File: src/rtl/or1200_keccak_ctrl_pkg.sv
// Shared definitions for the OR1200 Keccak sponge controller.
// Contents: l.cust5 one-hot op encodings, FSM state encoding and SHA-3 pad bytes.
// No logic; imported by the pad helper and the controller top.
package or1200_keccak_ctrl_pkg;

  // l.cust5 op field, one-hot; any other value is rejected as illegal
  localparam logic [4:0] OP_INIT    = 5'b00001;
  localparam logic [4:0] OP_ABSORB  = 5'b00010;
  localparam logic [4:0] OP_LAST    = 5'b00100;
  localparam logic [4:0] OP_SQUEEZE = 5'b01000;

  typedef enum logic [2:0] {
    ST_IDLE = 3'd0,
    ST_ABS  = 3'd1,
    ST_PERM = 3'd2,
    ST_PAD  = 3'd3,
    ST_SQZ  = 3'd4
  } state_e;

  // SHA-3 domain-separation byte and final-bit byte of the pad10*1 rule
  localparam logic [7:0] PAD_DS  = 8'h06;
  localparam logic [7:0] PAD_END = 8'h80;

endpackage

File: src/rtl/or1200_keccak_ctrl_pad.sv
// Purpose: builds a rate word - keeps bytes below n, drops 0x06 at byte n, sets bit DW-1 on the last rate word.
// Latency: purely combinational. Backpressure: none.
// Ports: word_i data in, n_i valid byte count, first_pad_i insert 0x06, is_final_i set top bit, word_o result.
module or1200_keccak_ctrl_pad
  import or1200_keccak_ctrl_pkg::*;
#(
  parameter int DW = 32
) (
  input  logic [DW-1:0] word_i,
  input  logic [5:0]    n_i,
  input  logic          first_pad_i,
  input  logic          is_final_i,
  output logic [DW-1:0] word_o
);

  localparam int BPW = DW / 8;

  always_comb begin
    word_o = '0;
    for (int k = 0; k < BPW; k++) begin
      if (k < int'(n_i)) begin
        word_o[8*k +: 8] = word_i[8*k +: 8];
      end else if (first_pad_i && (k == int'(n_i))) begin
        word_o[8*k +: 8] = PAD_DS;
      end
    end
    // 0x06 and 0x80 may share the word when the message ends in the last rate word
    if (is_final_i) begin
      word_o[DW-1 -: 8] = word_o[DW-1 -: 8] | PAD_END;
    end
  end

endmodule

File: src/rtl/or1200_keccak_ctrl.sv
// Purpose: SHA-3 sponge controller driven by l.cust5 - absorbs ALU words into the core rate, pads, permutes, squeezes.
// Latency: core write/go/clr and out32/out_valid/cmd_err are registered, one cycle after cmd_valid_i.
// Backpressure: none; commands illegal in the current state are dropped and flagged with a cmd_err_o pulse.
// Ports: cmd_*/cust5_*/a_i from the ALU; core_* to/from the permutation; keccak_en/in_ready/is_last/out32/
//        out_valid/cmd_err/hash_num_o back to the CPU.
module or1200_keccak_ctrl
  import or1200_keccak_ctrl_pkg::*;
#(
  parameter int DW         = 32,
  parameter int RATE_WORDS = 34,
  parameter int OUT_WORDS  = 8,
  parameter int HNUM_W     = 8
) (
  input  logic              clk_i,
  input  logic              rst_i,
  input  logic              cmd_valid_i,
  input  logic [4:0]        cust5_op_i,
  input  logic [5:0]        cust5_limm_i,
  input  logic [DW-1:0]     a_i,
  output logic              core_wr_en_o,
  output logic [5:0]        core_wr_idx_o,
  output logic [DW-1:0]     core_wr_data_o,
  output logic              core_go_o,
  output logic              core_clr_o,
  input  logic              core_done_i,
  output logic [5:0]        core_rd_idx_o,
  input  logic [DW-1:0]     core_rd_data_i,
  output logic              keccak_en_o,
  output logic              in_ready_o,
  output logic              is_last_o,
  output logic [DW-1:0]     out32_o,
  output logic              out_valid_o,
  output logic              cmd_err_o,
  output logic [HNUM_W-1:0] hash_num_o
);

  localparam int         BPW      = DW / 8;
  localparam logic [5:0] LAST_IDX = 6'(RATE_WORDS - 1);

  state_e              state_q, state_d;
  logic [5:0]          word_cnt_q, word_cnt_d;
  logic                pad_pending_q, pad_pending_d;
  logic                final_q, final_d;
  logic                first_pad_q, first_pad_d;
  logic [HNUM_W-1:0]   hash_num_q, hash_num_d;
  logic                wr_en_q, wr_en_d;
  logic [5:0]          wr_idx_q, wr_idx_d;
  logic [DW-1:0]       wr_data_q, wr_data_d;
  logic                go_q, go_d;
  logic                clr_q, clr_d;
  logic [DW-1:0]       out32_q, out32_d;
  logic                out_valid_q, out_valid_d;
  logic                cmd_err_q, cmd_err_d;

  // Command decode; only exact one-hot codes are recognised
  logic op_init, op_absorb, op_last, op_squeeze;
  assign op_init    = cmd_valid_i && (cust5_op_i == OP_INIT);
  assign op_absorb  = cmd_valid_i && (cust5_op_i == OP_ABSORB);
  assign op_last    = cmd_valid_i && (cust5_op_i == OP_LAST);
  assign op_squeeze = cmd_valid_i && (cust5_op_i == OP_SQUEEZE);

  logic n_full, n_ok, idx_ok, at_last_word;
  assign n_full       = ({1'b0, cust5_limm_i} == 7'(BPW));
  assign n_ok         = ({1'b0, cust5_limm_i} <= 7'(BPW));
  assign idx_ok       = ({1'b0, cust5_limm_i} <  7'(OUT_WORDS));
  assign at_last_word = (word_cnt_q == LAST_IDX);

  // One padder serves both the LAST word (from a_i) and the zero-filled PAD words
  logic          in_pad;
  logic [DW-1:0] pad_word;
  assign in_pad = (state_q == ST_PAD);

  or1200_keccak_ctrl_pad #(.DW(DW)) u_pad (
    .word_i      (in_pad ? '0 : a_i),
    .n_i         (in_pad ? 6'd0 : cust5_limm_i),
    .first_pad_i (in_pad ? first_pad_q : !n_full),
    .is_final_i  (in_pad ? at_last_word : (at_last_word && !n_full)),
    .word_o      (pad_word)
  );

  // State register
  always_ff @(posedge clk_i or posedge rst_i) begin
    if (rst_i) state_q <= ST_IDLE;
    else       state_q <= state_d;
  end

  // Next-state and datapath next values
  always_comb begin
    state_d       = state_q;
    word_cnt_d    = word_cnt_q;
    pad_pending_d = pad_pending_q;
    final_d       = final_q;
    first_pad_d   = first_pad_q;
    hash_num_d    = hash_num_q;
    wr_en_d       = 1'b0;
    wr_idx_d      = wr_idx_q;
    wr_data_d     = wr_data_q;
    go_d          = 1'b0;
    clr_d         = 1'b0;
    out32_d       = out32_q;
    out_valid_d   = 1'b0;
    cmd_err_d     = 1'b0;

    if (op_init) begin
      // INIT beats everything, including a core_done landing in the same cycle
      state_d       = ST_ABS;
      clr_d         = 1'b1;
      word_cnt_d    = '0;
      pad_pending_d = 1'b0;
      final_d       = 1'b0;
      first_pad_d   = 1'b0;
    end else begin
      case (state_q)
        ST_ABS: begin
          if (op_absorb) begin
            wr_en_d   = 1'b1;
            wr_idx_d  = word_cnt_q;
            wr_data_d = a_i;
            if (at_last_word) begin
              go_d       = 1'b1;
              state_d    = ST_PERM;
              word_cnt_d = '0;
            end else begin
              word_cnt_d = word_cnt_q + 6'd1;
            end
          end else if (op_last && n_ok) begin
            wr_en_d   = 1'b1;
            wr_idx_d  = word_cnt_q;
            wr_data_d = pad_word;
            // A full last word leaves 0x06 still owed to the next pad word
            first_pad_d = n_full;
            if (at_last_word) begin
              // Full word in the last slot: pad spills into a fresh block after this permutation
              go_d          = 1'b1;
              state_d       = ST_PERM;
              word_cnt_d    = '0;
              pad_pending_d = n_full;
              final_d       = !n_full;
            end else begin
              state_d    = ST_PAD;
              word_cnt_d = word_cnt_q + 6'd1;
            end
          end else if (cmd_valid_i) begin
            cmd_err_d = 1'b1;
          end
        end

        ST_PERM: begin
          if (core_done_i) begin
            if (pad_pending_q) begin
              state_d       = ST_PAD;
              pad_pending_d = 1'b0;
            end else if (final_q) begin
              state_d    = ST_SQZ;
              final_d    = 1'b0;
              hash_num_d = hash_num_q + HNUM_W'(1);
            end else begin
              state_d = ST_ABS;
            end
          end
          if (cmd_valid_i) cmd_err_d = 1'b1;
        end

        ST_PAD: begin
          wr_en_d     = 1'b1;
          wr_idx_d    = word_cnt_q;
          wr_data_d   = pad_word;
          first_pad_d = 1'b0;
          if (at_last_word) begin
            go_d       = 1'b1;
            final_d    = 1'b1;
            state_d    = ST_PERM;
            word_cnt_d = '0;
          end else begin
            word_cnt_d = word_cnt_q + 6'd1;
          end
          if (cmd_valid_i) cmd_err_d = 1'b1;
        end

        ST_SQZ: begin
          if (op_squeeze) begin
            out_valid_d = 1'b1;
            if (idx_ok) begin
              out32_d = core_rd_data_i;
            end else begin
              out32_d   = '0;
              cmd_err_d = 1'b1;
            end
          end else if (cmd_valid_i) begin
            cmd_err_d = 1'b1;
          end
        end

        default: begin
          if (cmd_valid_i) cmd_err_d = 1'b1;
        end
      endcase
    end
  end

  // Datapath and pulse registers
  always_ff @(posedge clk_i or posedge rst_i) begin
    if (rst_i) begin
      word_cnt_q    <= '0;
      pad_pending_q <= 1'b0;
      final_q       <= 1'b0;
      first_pad_q   <= 1'b0;
      hash_num_q    <= '0;
      wr_en_q       <= 1'b0;
      wr_idx_q      <= '0;
      wr_data_q     <= '0;
      go_q          <= 1'b0;
      clr_q         <= 1'b0;
      out32_q       <= '0;
      out_valid_q   <= 1'b0;
      cmd_err_q     <= 1'b0;
    end else begin
      word_cnt_q    <= word_cnt_d;
      pad_pending_q <= pad_pending_d;
      final_q       <= final_d;
      first_pad_q   <= first_pad_d;
      hash_num_q    <= hash_num_d;
      wr_en_q       <= wr_en_d;
      wr_idx_q      <= wr_idx_d;
      wr_data_q     <= wr_data_d;
      go_q          <= go_d;
      clr_q         <= clr_d;
      out32_q       <= out32_d;
      out_valid_q   <= out_valid_d;
      cmd_err_q     <= cmd_err_d;
    end
  end

  // State-decoded outputs; the digest select is combinational so core_rd_data_i is valid at the edge
  always_comb begin
    keccak_en_o   = (state_q != ST_IDLE);
    in_ready_o    = (state_q == ST_ABS);
    is_last_o     = (state_q == ST_SQZ);
    core_rd_idx_o = (op_squeeze && (state_q == ST_SQZ)) ? cust5_limm_i : 6'd0;
  end

  assign core_wr_en_o   = wr_en_q;
  assign core_wr_idx_o  = wr_idx_q;
  assign core_wr_data_o = wr_data_q;
  assign core_go_o      = go_q;
  assign core_clr_o     = clr_q;
  assign out32_o        = out32_q;
  assign out_valid_o    = out_valid_q;
  assign cmd_err_o      = cmd_err_q;
  assign hash_num_o     = hash_num_q;

endmodule

File: config.mk
export PLATFORM = sky130hd
export DESIGN_NAME = or1200_keccak_ctrl
export DESIGN_NICKNAME = d
export VERILOG_FILES = /design/src/rtl/or1200_keccak_ctrl_pkg.sv /design/src/rtl/or1200_keccak_ctrl_pad.sv /design/src/rtl/or1200_keccak_ctrl.sv
export SDC_FILE = /design/constraint.sdc
export NUM_CORES = 1
export LEC_CHECK = 0
export ABC_AREA = 1
export BUFFER_PORTS_ARGS = -buffer_cell sky130_fd_sc_hd__buf_2
export CORE_MARGIN = 2
export CORE_UTILIZATION = 45
export CTS_CLUSTER_SIZE = 12
export DETAILED_ROUTE_END_ITERATION = 10
export PLACE_DENSITY = 0.77
export SYNTH_ARGS = -nofsm -noshare
export SYNTH_HDL_FRONTEND = slang
export SYNTH_SLANG_ARGS = --single-unit
File: constraint.sdc
create_clock -name clk_i -period 2.5 [get_ports clk_i]
set_input_delay 0.125 -clock clk_i [delete_from_list [all_inputs] [get_ports clk_i]]
set_output_delay 0.125 -clock clk_i [all_outputs]
set_load 0.03 [all_outputs]
## After elaboration in Yosys (flattened, before gate mapping)

Cells that the tools add are included.
W data, S select, Z words.

| cells by class | value |
|---|---|
| muxes and demuxes | 73 |
| multipliers | 0 |
| equality and inequality tests | 21 |
| order comparisons | 6 |
| shift-type cells | 0 |
| reductions and logical operators | 26 |
| bitwise operators | 2 |
| add/subtract/negate cells | 2 |
| div/mod/pow operators | 0 |

Operators by type and width:

| kind | count |
|---|---|
| $mux W32 | 4 |
| $pmux W32 S2 | 1 |
| $mux W6 | 8 |
| $mux W8 | 5 |
| $mux W1 | 35 |
| $mux W3 | 11 |
| $pmux W6 S2 | 2 |
| $eq A3 B6 Y1 const A | 2 |
| $lt A1 B6 Y1 const A | 2 |
| $lt A2 B6 Y1 const A | 2 |
| $ne A3 B3 Y1 const B | 4 |
| $reduce_and A3 Y1 | 4 |
| $logic_and A1 B1 Y1 | 11 |
| $pmux W1 S2 | 5 |
| $reduce_and A5 Y1 | 2 |
| $ne A3 B1 Y1 const B | 3 |
| $pmux W3 S3 | 1 |
| $reduce_bool A3 Y1 | 3 |
| $add A8 B1 Y8 const B | 1 |
| $reduce_and A7 Y1 | 1 |
| $add A6 B1 Y6 const B | 1 |
| $eq A2 B6 Y1 const A | 1 |
| $eq A3 B2 Y1 const B | 2 |
| $eq A6 B3 Y1 const B | 1 |
| 17 further kinds | 18 |

| word-level totals | value |
|---|---|
| memories | 0 |
| bits in writable memories | 0 |
| ROM bits | 0 |
| bits in registers | 95 |
| output and inout port bits | 92 |
| input bits | 79 |
| logic and storage cells | 144 |
| latch bits | 0 |

## Longest topological paths before layout

| depth | value |
|---|---|
| word-level depth | 10 |
| gate-level depth with buffers | 12 |
| gate-level depth less buffers | 10 |

## Hierarchy

From an unflattened synthesis, not the netlist that was laid out.

| second synthesis, totals | value |
|---|---|
| cell total of the unflattened synthesis | 768 |
| area total of the unflattened synthesis | 5308.8 µm² |

Modules (own cells, without submodules):

| module | times used | cells an instance | area each (µm²) | seq. area each (µm²) |
|---|---|---|---|---|
| or1200_keccak_ctrl | 1 | 687 | 4957.3 | 2377.3 |
| or1200_keccak_ctrl_pad | 1 | 81 | 351.6 | 0.0 |

## Least setup slack after synthesis

OpenSTA, ideal clock, no wires.

| path | value |
|---|---|
| path type | flip-flop to output port |
| start | reg state_q[1] |
| end | out core_rd_idx_o[0] |
| setup slack | 844 ps |
| cell stages (with the launch flop) | 8 |
| arrival | 1531 ps |
| path buffers | 2 |
| cells stage by stage | dfrtp_1 buf_4 nor2_1 nand2_1 nor2_4 inv_2 clkbuf_1 nor2_1 |

| on the way | value |
|---|---|
| longest elaborated chain between the ends | 3 |

RTL lines:

| item | line | RTL |
|---|---|---|
| from (decl) | or1200_keccak_ctrl.sv:40 | `state_e state_q, state_d;` |
| from (signal assigned) | or1200_keccak_ctrl.sv:84 | `else state_q <= state_d;` |
| $eq A3 B3 Y1 | or1200_keccak_ctrl.sv:239 | `core_rd_idx_o = (op_squeeze && (state_q == ST_SQZ)) ? cust5_limm_i : 6'd0;` |
| $logic_and A1 B1 Y1 | or1200_keccak_ctrl.sv:239 |  |
| $mux W6 | or1200_keccak_ctrl.sv:239 |  |
| to (decl) | or1200_keccak_ctrl.sv:26 | `output logic [5:0] core_rd_idx_o,` |

Every way passes these cells.

## Worst setup path after layout

| path | value |
|---|---|
| start | reg state_q[1] |
| end | out core_rd_idx_o[3] |

Same word-level chain as after synthesis.

==> results.json <==
{
  "irDropWorstVdd_mv": 0.4584,
  "numCtsBuffers": 9,
  "synth_area_sq_um": 4577,
  "grt_first_pass_wirelength_microns": 20330,
  "setup_tns_ns": 0,
  "die_area_sq_um": 10990,
  "grt_antenna_before_repair": 0,
  "initialDrtViolationCount": 216,
  "cts_max_path_buffers": 2,
  "synth_seq_cells": 95,
  "setup-violations-final": 0,
  "routed_wl_microns": 11830,
  "wl_per_cell_microns": 13.24,
  "status": "complete, no violations",
  "cts_tree": "yes",
  "grt_pass1_vias": 4401,
  "max_cap_viol_count": 0,
  "dieWidth_microns": 104.9,
  "drv_slew": 0,
  "die_h_microns": 104.9,
  "drcViolationCount": 0,
  "finalNonFillerCells": 893,
  "dpl.hpwl_microns": 8507,
  "path_class": "flip-flop to output pin",
  "area_growth_pct": 30.21,
  "final-hold-violation-count": 0,
  "clkSlewWorstSetupHoldPaths_ns": 0.09,
  "root_buffer": "clkbuf_8",
  "hp-class": "primary input to flip-flop",
  "placementRows": 36,
  "endpoint_kind": "output pin",
  "portBuffers": 170,
  "clk_latency_ns": 0.35,
  "netlist_instances": 562,
  "firstDrtPassIters": 5,
  "rrSetupSlack_ns": 0.62,
  "final_antenna_net_count": 0,
  "worstMarginPinSlew_ns": 0.6404,
  "gp_congestion": 0.8544,
  "diodes": 0,
  "required_ns": 2.38,
  "critical_path.max_fanout": 38,
  "final_nets": 838,
  "core-area_sq_um": 9819,
  "io_pins": 171,
  "start_util_pct": 46.61,
  "yosysSeqAreaShare_pct": 51.94,
  "htree_num_levels": 3,
  "placed_cells": 851,
  "avgSynthCellArea_sq_um": 8.144,
  "layout-drive-gt1-share_pct": 30.13,
  "ff_latch_area_sq_um": 2377,
  "grt_overflow": 0,
  "grt_use_total_pct": 22.34,
  "vias_per_cell": 4.964,
  "syn_nets": 644,
  "critPathArrivalTime_ns": 1.98,
  "cts_sinks": 95,
  "grt_max_degree": 63,
  "cellLeakagePower_uw": 0.003487,
  "clock-skew-final_ns": 0.01185,
  "rsz0062_at_grt": "no",
  "vias": 4433,
  "min_period_ns": 2.109,
  "n_fill_cell": 908,
  "startpoint_type": "flip-flop",
  "relSlewSlack_pct": 57.25,
  "p_per_area_nw_per_um2": 1014,
  "multi_input_area_sq_um": 1932,
  "ys_types": 34,
  "fin_crit_sh_pct": 84.38,
  "yosysWarnings": 0,
  "fmax_mhz": 474.1
}
[stage by stage]
stage	util, %	hold WS (ns)	total power [uW]	area (sq um)	setup slack [ns]
6_report	60.69	0.01221	6040	5959	0.3905
5_1_grt	60.69	0.005490	6543	5959	0.2461
4_1_cts	60.69	0.001903	6089	5959	0.4120
3_5_place_dp	56.27	0.1217	5172	5525	0.6212
3_3_place_gp	56.27	0.1093	5098	5525	0.6731
2_1_floorplan	-	0.2576	4515	4581	0.8437
[cell usage after synthesis, drive strengths merged]
library cell  instances  area, sq um
a21oi                 2        13.76
buf                  15        118.9
clkbuf                6        23.77
clkinv                1        5.000
dfrtp                95         2377
ha                    3        37.54
inv                  32        125.1
mux2                  2        22.52
nand2               233        887.1
nand3                77        417.9
nand3b                1        7.510
nand4                 8        50.05
nor2                 45        203.9
nor3                  3        20.02
nor3b                 1        7.510
o21ai                29        182.7
or2                   1        6.260
xnor2                 3        26.28
xor2                  5        43.79
[cells in the final DEF, fill, tap and decap left out]
master         count
buf_4              6
dlygate4sd3_1     27
o21ai_1           11
dfrtp_1           95
xnor2_1            3
nand2_1          228
a21oi_1            1
inv_2              3
a21oi_2            1
nand4_1            8
nor3b_1            1
clkinvlp_4         4
nor2_4             4
clkinv_4           1
buf_12             1
nand3_1           72
nand3_4            1
o21ai_0            8
ha_1               3
clkbuf_8           9
nor3_2             2
nor2_1            39
mux2_2             2
buf_2            170
inv_1             27
clkbuf_1           1
nor3_1             1
nor2_2             2
o21ai_2           10
nand2_2            5
nand3b_1           1
xor2_1             5
inv_6              1
clkinv_2           2
or2_2              1
nand3_2            4
[what timing repair did]
action                                  in CTS  in global routing
endpoints found under the hold margin       38                  0
endpoints found under the setup margin       0                  0
hold buffers                                27                  0
setup buffers                                0                  0
resized for setup                            0                  0
[logic make-up after synthesis]
kind of cell	synth area share [%]
adders and majority gates	0.8202
DFF	51.94
xor gates and xnor gates	1.531
buffers and inverters	5.959
AOI/OAI and AO/OA	4.292
muxes	0.4920
and+or+nand+nor	34.96
[worst paths after layout]
check / start / endpoint / cells after the start
setup reg to reg: state_q[1] / core_wr_data_o[1] / 7
max in group asynchronous: rst_i / core_wr_data_o[6] / 4
setup / recovery: state_q[1] / core_rd_idx_o[3] / 6
hold / removal: core_rd_data_i[2] / out32_o[2] / 3
min in group asynchronous: rst_i / out32_o[15] / 3
hold reg to reg: out32_o[27] / out32_o[27] / 2
[sequential cells by signal, summed over array words and instances, names as in the netlist]
register / cells
cmd_err_o: 1
hash_num_o: 8
core_wr_en_o: 1
pad_pending_q: 1
out32_o: 32
word_cnt_q: 6
core_go_o: 1
core_wr_data_o: 32
state_q: 3
first_pad_q: 1
core_wr_idx_o: 6
final_q: 1
core_clr_o: 1
out_valid_o: 1
[worst max-delay path, stage by stage (launching register included)]
cell and delay (ns):
dfrtp_1 0.51, nor2_1 0.09, nand2_1 0.16, nor2_4 0.06, inv_2 0.47, nor2_1 0.12
buf_2 0.21
[metal layers]
layer | track usage (%) | part of all wire (%)
met4 | 4.667 | 1.2
met5 | 0 | 0
met3 | 6.425 | 7.1
met2 | 37.43 | 48
met1 | 28.94 | 44
[report_power, final]
| group | switching (uW) | internal [uW] |
|---|---|---|
| Combinational | 2070 | 916 |
| Sequential | 261 | 1910 |
| Clock | 521 | 356 |
[layout make-up]
cell class	count	area share (%)
Clock inverter	5	0.6089
Multi-Input combinational cell	413	32.42
Sequential cell	95	39.89
Timing Repair Buffer	204	19.90
Tap cell	133	2.792
Inverter	33	2.246
Clock buffer	10	2.141
Power figures use the tool's default switching activity.
